==> src/rtl/cpu_pkg.sv <==
// Shared CPU definitions used by the return-address stack: default
// address width and stack depth, the stored frame layout, and the
// operation encoding the stack control decodes each cycle.
package cpu_pkg;

   // Default PC width and number of return-stack entries
   localparam int CPU_AW    = 16;
   localparam int CPU_DEPTH = 16;

   // One stack frame: isInt marks a frame pushed on interrupt entry
   typedef struct packed {
      logic              isInt;
      logic [CPU_AW-1:0] addr;
   } entry_t;

   // Per-cycle stack operation after resolving the strobes
   typedef enum logic [1:0] {
      OP_NONE = 2'd0,
      OP_PUSH = 2'd1,
      OP_POP  = 2'd2,
      OP_REPL = 2'd3
   } op_e;

endpackage

==> src/rtl/stack_mem.sv <==
// Register file backing the return stack: one synchronous write port
// and one asynchronous read port. Holds no control state of its own.
module stack_mem #(
   parameter int DEPTH = 16,
   parameter int W     = 17
) (
   input  logic                     clk_i,
   input  logic                     we_i,
   input  logic [$clog2(DEPTH)-1:0] waddr_i,
   input  logic [W-1:0]             wdata_i,
   input  logic [$clog2(DEPTH)-1:0] raddr_i,
   output logic [W-1:0]             rdata_o
);

   logic [W-1:0] memQ [DEPTH];

   // Store a frame on the clock edge when the stack control asks for it
   always_ff @(posedge clk_i) begin
      if (we_i) begin
         memQ[waddr_i] <= wdata_i;
      end
   end

   // Combinational read so the control can refill the top register on a pop
   always_comb begin
      rdata_o = memQ[raddr_i];
   end

endmodule

==> src/rtl/return_stack.sv <==
// Hardware return-address stack. Captures return addresses on call and
// interrupt entry, presents the top of stack from a dedicated register,
// and tracks how many interrupt frames are currently stacked.
module return_stack
   import cpu_pkg::*;
#(
   parameter int DEPTH = CPU_DEPTH,
   parameter int AW    = CPU_AW
) (
   input  logic                   CLK,
   input  logic                   RST,
   input  logic                   Push,
   input  logic                   IntPush,
   input  logic                   Pop,
   input  logic [AW-1:0]          PCin,
   input  logic                   ClrErr,
   output logic [AW-1:0]          DoST,
   output logic [$clog2(DEPTH):0] Level,
   output logic                   Empty,
   output logic                   Full,
   output logic                   InISR,
   output logic                   Overflow,
   output logic                   Underflow
);

   localparam int IW = $clog2(DEPTH);
   localparam int LW = IW + 1;

   logic [LW-1:0] levelQ, levelD;
   logic [LW-1:0] intCntQ, intCntD;
   entry_t        topQ, topD;
   logic          ovfQ, ovfD;
   logic          udfQ, udfD;

   entry_t        newEntry;
   entry_t        memRdata;
   op_e           op;
   logic          isEmpty;
   logic          isFull;
   logic          ovfEvt;
   logic          udfEvt;
   logic          memWe;
   logic [IW-1:0] memWaddr;
   logic [IW-1:0] memRaddr;

   // Build the frame to push (interrupt entry wins over call) and resolve the strobes into one op
   always_comb begin
      newEntry.isInt = IntPush;
      newEntry.addr  = IntPush ? PCin : PCin + AW'(1);
      isEmpty        = (levelQ == '0);
      isFull         = (levelQ == LW'(DEPTH));
      op             = OP_NONE;
      if ((Push | IntPush) & Pop) begin
         op = isEmpty ? OP_PUSH : OP_REPL;
      end else if (Push | IntPush) begin
         op = OP_PUSH;
      end else if (Pop) begin
         op = OP_POP;
      end
   end

   // Next-state logic for level, top register, interrupt count, error flags and memory write
   always_comb begin
      levelD   = levelQ;
      topD     = topQ;
      intCntD  = intCntQ;
      ovfEvt   = 1'b0;
      udfEvt   = 1'b0;
      memWe    = 1'b0;
      memWaddr = levelQ[IW-1:0];
      memRaddr = IW'(levelQ - LW'(2));
      case (op)
         OP_PUSH: begin
            if (isFull) begin
               ovfEvt = 1'b1;
            end else begin
               memWe   = 1'b1;
               levelD  = levelQ + LW'(1);
               topD    = newEntry;
               intCntD = intCntQ + LW'(newEntry.isInt);
            end
         end
         OP_POP: begin
            if (isEmpty) begin
               udfEvt = 1'b1;
            end else begin
               levelD  = levelQ - LW'(1);
               topD    = (levelQ == LW'(1)) ? '0 : memRdata;
               intCntD = intCntQ - LW'(topQ.isInt);
            end
         end
         OP_REPL: begin
            memWe    = 1'b1;
            memWaddr = IW'(levelQ - LW'(1));
            topD     = newEntry;
            intCntD  = intCntQ - LW'(topQ.isInt) + LW'(newEntry.isInt);
         end
         default: begin
         end
      endcase
      ovfD = (ovfQ & ~ClrErr) | ovfEvt;
      udfD = (udfQ & ~ClrErr) | udfEvt;
   end

   // Register all stack state; reset clears it and overrides any strobe in the same cycle
   always_ff @(posedge CLK) begin
      if (!RST) begin
         levelQ  <= '0;
         topQ    <= '0;
         intCntQ <= '0;
         ovfQ    <= 1'b0;
         udfQ    <= 1'b0;
      end else begin
         levelQ  <= levelD;
         topQ    <= topD;
         intCntQ <= intCntD;
         ovfQ    <= ovfD;
         udfQ    <= udfD;
      end
   end

   stack_mem #(
      .DEPTH (DEPTH),
      .W     (AW + 1)
   ) uStackMem (
      .clk_i   (CLK),
      .we_i    (memWe & RST),
      .waddr_i (memWaddr),
      .wdata_i (newEntry),
      .raddr_i (memRaddr),
      .rdata_o (memRdata)
   );

   // Drive the outputs straight from registered state
   always_comb begin
      DoST      = topQ.addr;
      Level     = levelQ;
      Empty     = isEmpty;
      Full      = isFull;
      InISR     = (intCntQ != '0);
      Overflow  = ovfQ;
      Underflow = udfQ;
   end

endmodule
==> config.mk <==
export PLATFORM = sky130hd
export DESIGN_NAME = return_stack
export DESIGN_NICKNAME = d
export VERILOG_FILES = /design/src/rtl/cpu_pkg.sv /design/src/rtl/stack_mem.sv /design/src/rtl/return_stack.sv
export SDC_FILE = /design/constraint.sdc
export NUM_CORES = 1
export LEC_CHECK = 0
export BUFFER_PORTS_ARGS = -buffer_cell sky130_fd_sc_hd__buf_2
export CORE_ASPECT_RATIO = 1.75
export CORE_UTILIZATION = 45
export DETAILED_ROUTE_END_ITERATION = 8
export PLACE_DENSITY_LB_ADDON = 0.2
export SLEW_MARGIN = 20
export SYNTH_ARGS = -nofsm -noshare
export SYNTH_HDL_FRONTEND = slang
export SYNTH_SLANG_ARGS = --single-unit
==> constraint.sdc <==
create_clock -name CLK -period 5.8 [get_ports CLK]
set_input_delay 0.29 -clock CLK [delete_from_list [all_inputs] [get_ports CLK]]
set_output_delay 0.29 -clock CLK [all_outputs]
set_load 0.01 [all_outputs]
# Word level (Yosys, flattened, before mapping)
# Memory sizes are Yosys's and may differ from the RTL's.
# Cells that the tools add are included.
# word_totals
memories	1
ram_bits	272
ff_bits	29
output_inout_bits	26
input_bits	22
elab_cells	59
# op_classes
bitwise_logic	8
mux	24
n_addsub	7
n_eq_ne	7
n_reduce_logical	6
# memory_table
memory	depth	word_bits	rd	rd_ports_with_merged_regs	write_ports	line_no	source
uStackMem.memQ	16	17	1	0	1	stack_mem.sv:15	logic [W-1:0] memQ [DEPTH];
# ops
op	n
17-bit two-way mux	3
17-bit one-hot mux with 3 select lines	1
5-bit two-way mux	4
16-bit by 1-bit adder with 16-bit output, second input constant	1
16-bit two-way mux	1
5-bit one-hot mux with 3 select lines	1
5-bit by 1-bit adder with 5-bit output	2
5-bit one-hot mux with 2 select lines	1
2-bit two-way mux	4
1-bit two-way mux	7
3-bit AND reduction	2
5-bit by 1-bit adder with 5-bit output, second input constant	1
5-bit by 1-bit equality test with 1-bit output, second input constant	1
5-bit equality test, second input constant	1
5-bit zero test	1
5-bit nonzero test	1
5-bit by 1-bit subtractor with 5-bit output	1
5-bit by 1-bit subtractor with 5-bit output, second input constant	1
1-bit bitwise AND	4
2-bit equality test, second input constant	2
4-bit two-way mux	1
2-bit != test, second input constant	2
4-bit by 2-bit subtractor with 4-bit output, second input constant	1
1-bit bitwise OR	3
other kinds (5)	5

# Logic depth before layout (Yosys ltp)
# logic_depth
ltp_word	8
mapped_depth	17
mapped_depth_nobuf	12

# By module
# From an unflattened synthesis, not the netlist that was laid out.
# unflattened
cells_unflattened	743
area_unflattened_um2	12638.4
# by_module_without_submodules
mod	cells_per_inst	instances	area_per_inst_um2
stack_mem	441	1	10297.4
return_stack	302	1	2341.0

# Least setup slack after synthesis
# OpenSTA, ideal clock, no wires.
# synth_timing
path_kind	register to register
startpoint	register levelQ[1], in the netlist Level[1]
endpoint	memory uStackMem.memQ[6][0] (enable)
slack_ps	1965
setup_time_ps	390
n_path_buf	4
stages_incl_launch_ff	14
arrival_ps	3444
period_less_slack_ps	3835
t_required_ps	5410
path_cell_list	dfxtp_1 -> buf_2 -> clkbuf_1 -> inv_1 -> clkbuf_1 -> ha_1 -> or4b_1 -> buf_2 -> clkinv_2 -> nor2_1 -> nand2_1 -> o22ai_1 -> a22oi_1 -> nor2_1
# synth_via
elab_chain_cells	8
# synth_rtl
item	line_no	source
start: declaration	return_stack.sv:29	logic [LW-1:0] levelQ, levelD;
start signal: assignment	return_stack.sv:114	levelQ <= levelD;
5-bit zero test *	return_stack.sv:50	isEmpty = (levelQ == '0);
net Empty	return_stack.sv:19	output logic Empty,
2-bit two-way mux *	return_stack.sv:54	op = isEmpty ? OP_PUSH : OP_REPL;
2-bit two-way mux *	return_stack.sv:53	if ((Push | IntPush) & Pop) begin
2-bit equality test / 2-bit by 1-bit equality test with 1-bit output (equally long branches)	return_stack.sv:72	case (op)
1-bit one-hot mux with 2 select lines	return_stack.sv:72	
1-bit bitwise AND	return_stack.sv:127	.we_i (memWe & RST),
1-bit two-way mux	stack_mem.sv:19	if (we_i) begin
1-bit two-way mux (implied by the code)	stack_mem.sv:20	memQ[waddr_i] <= wdata_i;
end: declaration	stack_mem.sv:15	
# Mark *: on every way through the listed nets, which the timed path passes. The rest lies on a longest branch.

# Worst setup path in the final report
# layout_timing
startpoint	register levelQ[1], in the netlist Level[1]
endpoint	memory uStackMem.memQ[4][10] (enable)
# layout_via
elab_chain_cells	8
# layout_rtl
item	line_no
5-bit zero test	return_stack.sv:50
2-bit two-way mux	return_stack.sv:54
2-bit two-way mux	return_stack.sv:53
2-bit equality test / 2-bit by 1-bit equality test with 1-bit output (equally long branches)	return_stack.sv:72
1-bit one-hot mux with 2 select lines	return_stack.sv:72
1-bit bitwise AND	return_stack.sv:127
1-bit two-way mux	stack_mem.sv:19
1-bit two-way mux (implied by the code)	stack_mem.sv:20
# Parallel ways exist; a longest one is shown, timed or not.

==> metrics.md <==
| Metric | Value |
|---|---|
| Crit-path slowest cell | nor2_2 |
| WP depth | 9 |
| Largest net degree at the start of global routing | 50 |
| Filler cells | 2259 |
| Outcome | completed |
| Buf/Inv on CP | 2 |
| Prevailing post-synth register cell | edfxtp_1 |
| CTS H-tree lvls | 1 |
| Setup violators final | 0 |
| Hold crit path type | input port to register |
| Hold Fails Final Rpt | 0 |
| Top-level port count | 48 |
| DRC violation count after routing | 0 |
| Max-slew violations | 0 |
| Crit path cell chain | inv_1, ha_1, or4b_1, clkinv_2, nor2_1, nand2_1, o22ai_1, a22oi_1, nor2_2 |
| Clock buffer count from CTS | 26 |
| CP startpoint | Level[1] |
| Setup_tns | 0 ns |
| CTS tree | yes |
| Final wirelength | 29600 um |
| Reg clk slew, reported paths | 0.06 ns |
| Unrepaired setup endpoints after global routing | false |
| Row cnt | 80 |
| Synth Warn # | 0 |
| Max-slew headroom at the worst pin | 24.4% |
| Number of global-route vias before repair | 7210 |
| Syn_area_per_cell | 17.0 um2 |
| Leak pwr | 4.65 nW |
| PortBufs | 47 |
| Routability cong. | 0.888 |
| Worst Max-Slew Pin Slew | 1.13 ns |
| Layout cell share with drive strength beyond 1 | 26.9% |
| Vias per cell | 5.81 |
| CTS max path bufs | 3 |
| Post-synth EDFFs | 272 |
| Max cap viols | 0 |
| Chip width | 129 um |
| Initial DRC count | 535 |
| Reg-to-reg startpoint | Level[1] |
| Clock Skews | 0.0237 ns |
| Initial antenna violation count | 0 |
| Final net count | 812 |
| Peak VDD IR | 0.000234 V |
| Hold_sp | ClrErr |
| Final min period | 4.17 ns |
| Register bit count reported by yosys | 301 |
| Period utilization | 71.8% |
| FF-to-FF path depth | 9 |
| Core area | 0.0274 mm2 |
| Synth unique cells | 63 |
| Post-synthesis async set-or-reset flop share | 0% |
| Initial core utilization | 46.2% |
| Total number of vias | 6765 |
| Placed Instances | 1119 |
| Post-Layout Cell Count | 1164 |
| Die height | 224 um |
| Hold depth | 4 |
| Clock sink total | 301 |
| Post-DRT Antenna Nets | 0 |
| DP HPWL | 19700 um |
| Hold buffers post-CTS | 0 |
| Die area | 0.0289 mm2 |
| Syn Nets | 780 |
| Grt total ovfl | 0 |
| Sequential cell area fraction in the yosys report | 69.0% |
| Worst-Skew Late Latency | 0.54 ns |
| Critical path arrival | 4.32 ns |
| Cell Area, Placed | 0.0133 mm2 |
| Type of origin of the critical path | register |
| Cell Area, Synth | 0.0127 mm2 |
| CP Max Fanout | 28 |
| GRT Util Overall | 21.7% |
| Hold WS | 0.0614 ns |
| Worst Path Required | 5.95 ns |
| # resized after CTS | 0 |
| Ant diodes | 0 |
| Setup crit end kind | register |
| Root Driver | clkbuf_16 |
| Area added between synthesis and finish | 11.4% |
| Critical path's largest stage delay | 0.91 ns |
| WL/cell | 25.5 um |
| WS Path Type | register to register |
| Pwr Density | 446 mW/mm2 |
| Post-synthesis instance total | 746 |
| Max frequency | 0.240 GHz |
| First-pass GRT wire length | 44900 um |
| CP delay by family, top | simple AND/OR/NAND/NOR gates |
| Post-route cell area | 0.0141 mm2 |
| Initial DRT Pass Iterations | 5 |
| Setup bufs post-CTS | 0 |
-- cell type report --
type                       count  area [um2]  area share (%)
tap                          369         462            3.27
clock buffer                  34         702            4.97
timing repair buffer          61         340            2.41
multi-input combinational    378        3700            26.2
inverter                      10        38.8           0.275
clock inverter                11         121           0.860
sequential                   301        8750            62.0
-- synthesized netlist by cell type, types with 10 or more instances --
master	instances	share of area, %
a21oi_1	19	0.75
buf_2	24	0.95
nand2_1	55	1.6
buf_4	18	1.1
ha_1	12	1.2
mux4_2	69	12
edfxtp_1	272	64
o21ai_0	19	0.75
dfxtp_1	29	4.6
xnor2_1	16	1.1
clkbuf_1	13	0.39
xor2_1	10	0.69
nand3_1	15	0.59
mux2i_1	22	1.7
nor2_1	42	1.2
-- metrics by stage --
stage          worst slack [ns]  util (%)  power, W
2_1_floorplan              1.97         -   0.00410
3_3_place_gp               1.86      48.4   0.00461
3_5_place_dp               1.62      48.4   0.00465
4_1_cts                    1.64      51.4   0.00634
5_1_grt                    1.45      51.5   0.00656
6_report                   1.63      51.5   0.00629
-- placed cells by master (no fill, tap or decap), types with 4 or more instances in the layout --
master / n
nand2_1: 55
clkbuf_16: 27
and4_1: 4
mux2i_1: 22
a32oi_1: 5
a211oi_1: 6
edfxtp_1: 272
nand3_1: 15
xnor2_2: 7
buf_2: 47
mux2_2: 4
nor3_1: 9
o22ai_1: 9
xnor2_1: 8
a22oi_1: 5
inv_1: 9
o211ai_1: 7
o21ai_0: 19
ha_1: 11
a21oi_1: 19
xor2_1: 9
clkbuf_1: 7
buf_4: 14
dfxtp_1: 27
nor2_2: 14
mux4_2: 69
nor2_1: 26
clkinv_2: 4
-- where the power goes --
part | internal (W) | total, W | switching (W)
registers | 0.00256 | 0.00267 | 0.000110
clock network | 0.000946 | 0.00170 | 0.000759
logic | 0.000810 | 0.00192 | 0.00111
-- sequential cells by signal, indices dropped and copies added (netlist names) --
register / cells
topQ: 1
Level: 5
Overflow: 1
Underflow: 1
uStackMem.memQ: 272
intCntQ: 5
DoST: 16
-- final timing paths --
path,end,slack (ns)
worst max-delay path,uStackMem.memQ[4][10],1.63
worst max register to register,uStackMem.memQ[4][10],1.63
worst min-delay path,Overflow,0.06
worst min register to register,DoST[11],0.49
-- logic make-up (layout without fill, tap and decap cells) --
logic type / after synthesis / in the layout / share of synthesized area [%]
and+or+nand+nor: 154 / 154 / 5.88
buffers and inverters: 67 / 116 / 2.82
muxes: 95 / 95 / 14.4
adders and majority gates: 12 / 12 / 1.18
AOI/OAI and AO/OA: 91 / 91 / 4.92
DFF: 301 / 301 / 69.0
xor gates and xnor gates: 26 / 26 / 1.80
-- layer usage --
layer | routed length, um | track usage (%) | vias to the layer above
met1 | 10900 | 25.2 | 3474
li1 | - | - | 2997
met3 | 1300 | 2.60 | 59
met4 | 1250 | 9.87 | 0
met2 | 16200 | 39.5 | 235
met5 | 0 | 0 | -
-- worst reg2reg max path: stages (launching register included) --
cell and delay, ns:
dfxtp_4 0.62, inv_1 0.38, ha_1 0.30, or4b_1 0.30, clkinv_2 0.14, nor2_1 0.51
nand2_1 0.14, o22ai_1 0.25, a22oi_1 0.23, nor2_2 0.91
Power figures use the tool's default switching activity.
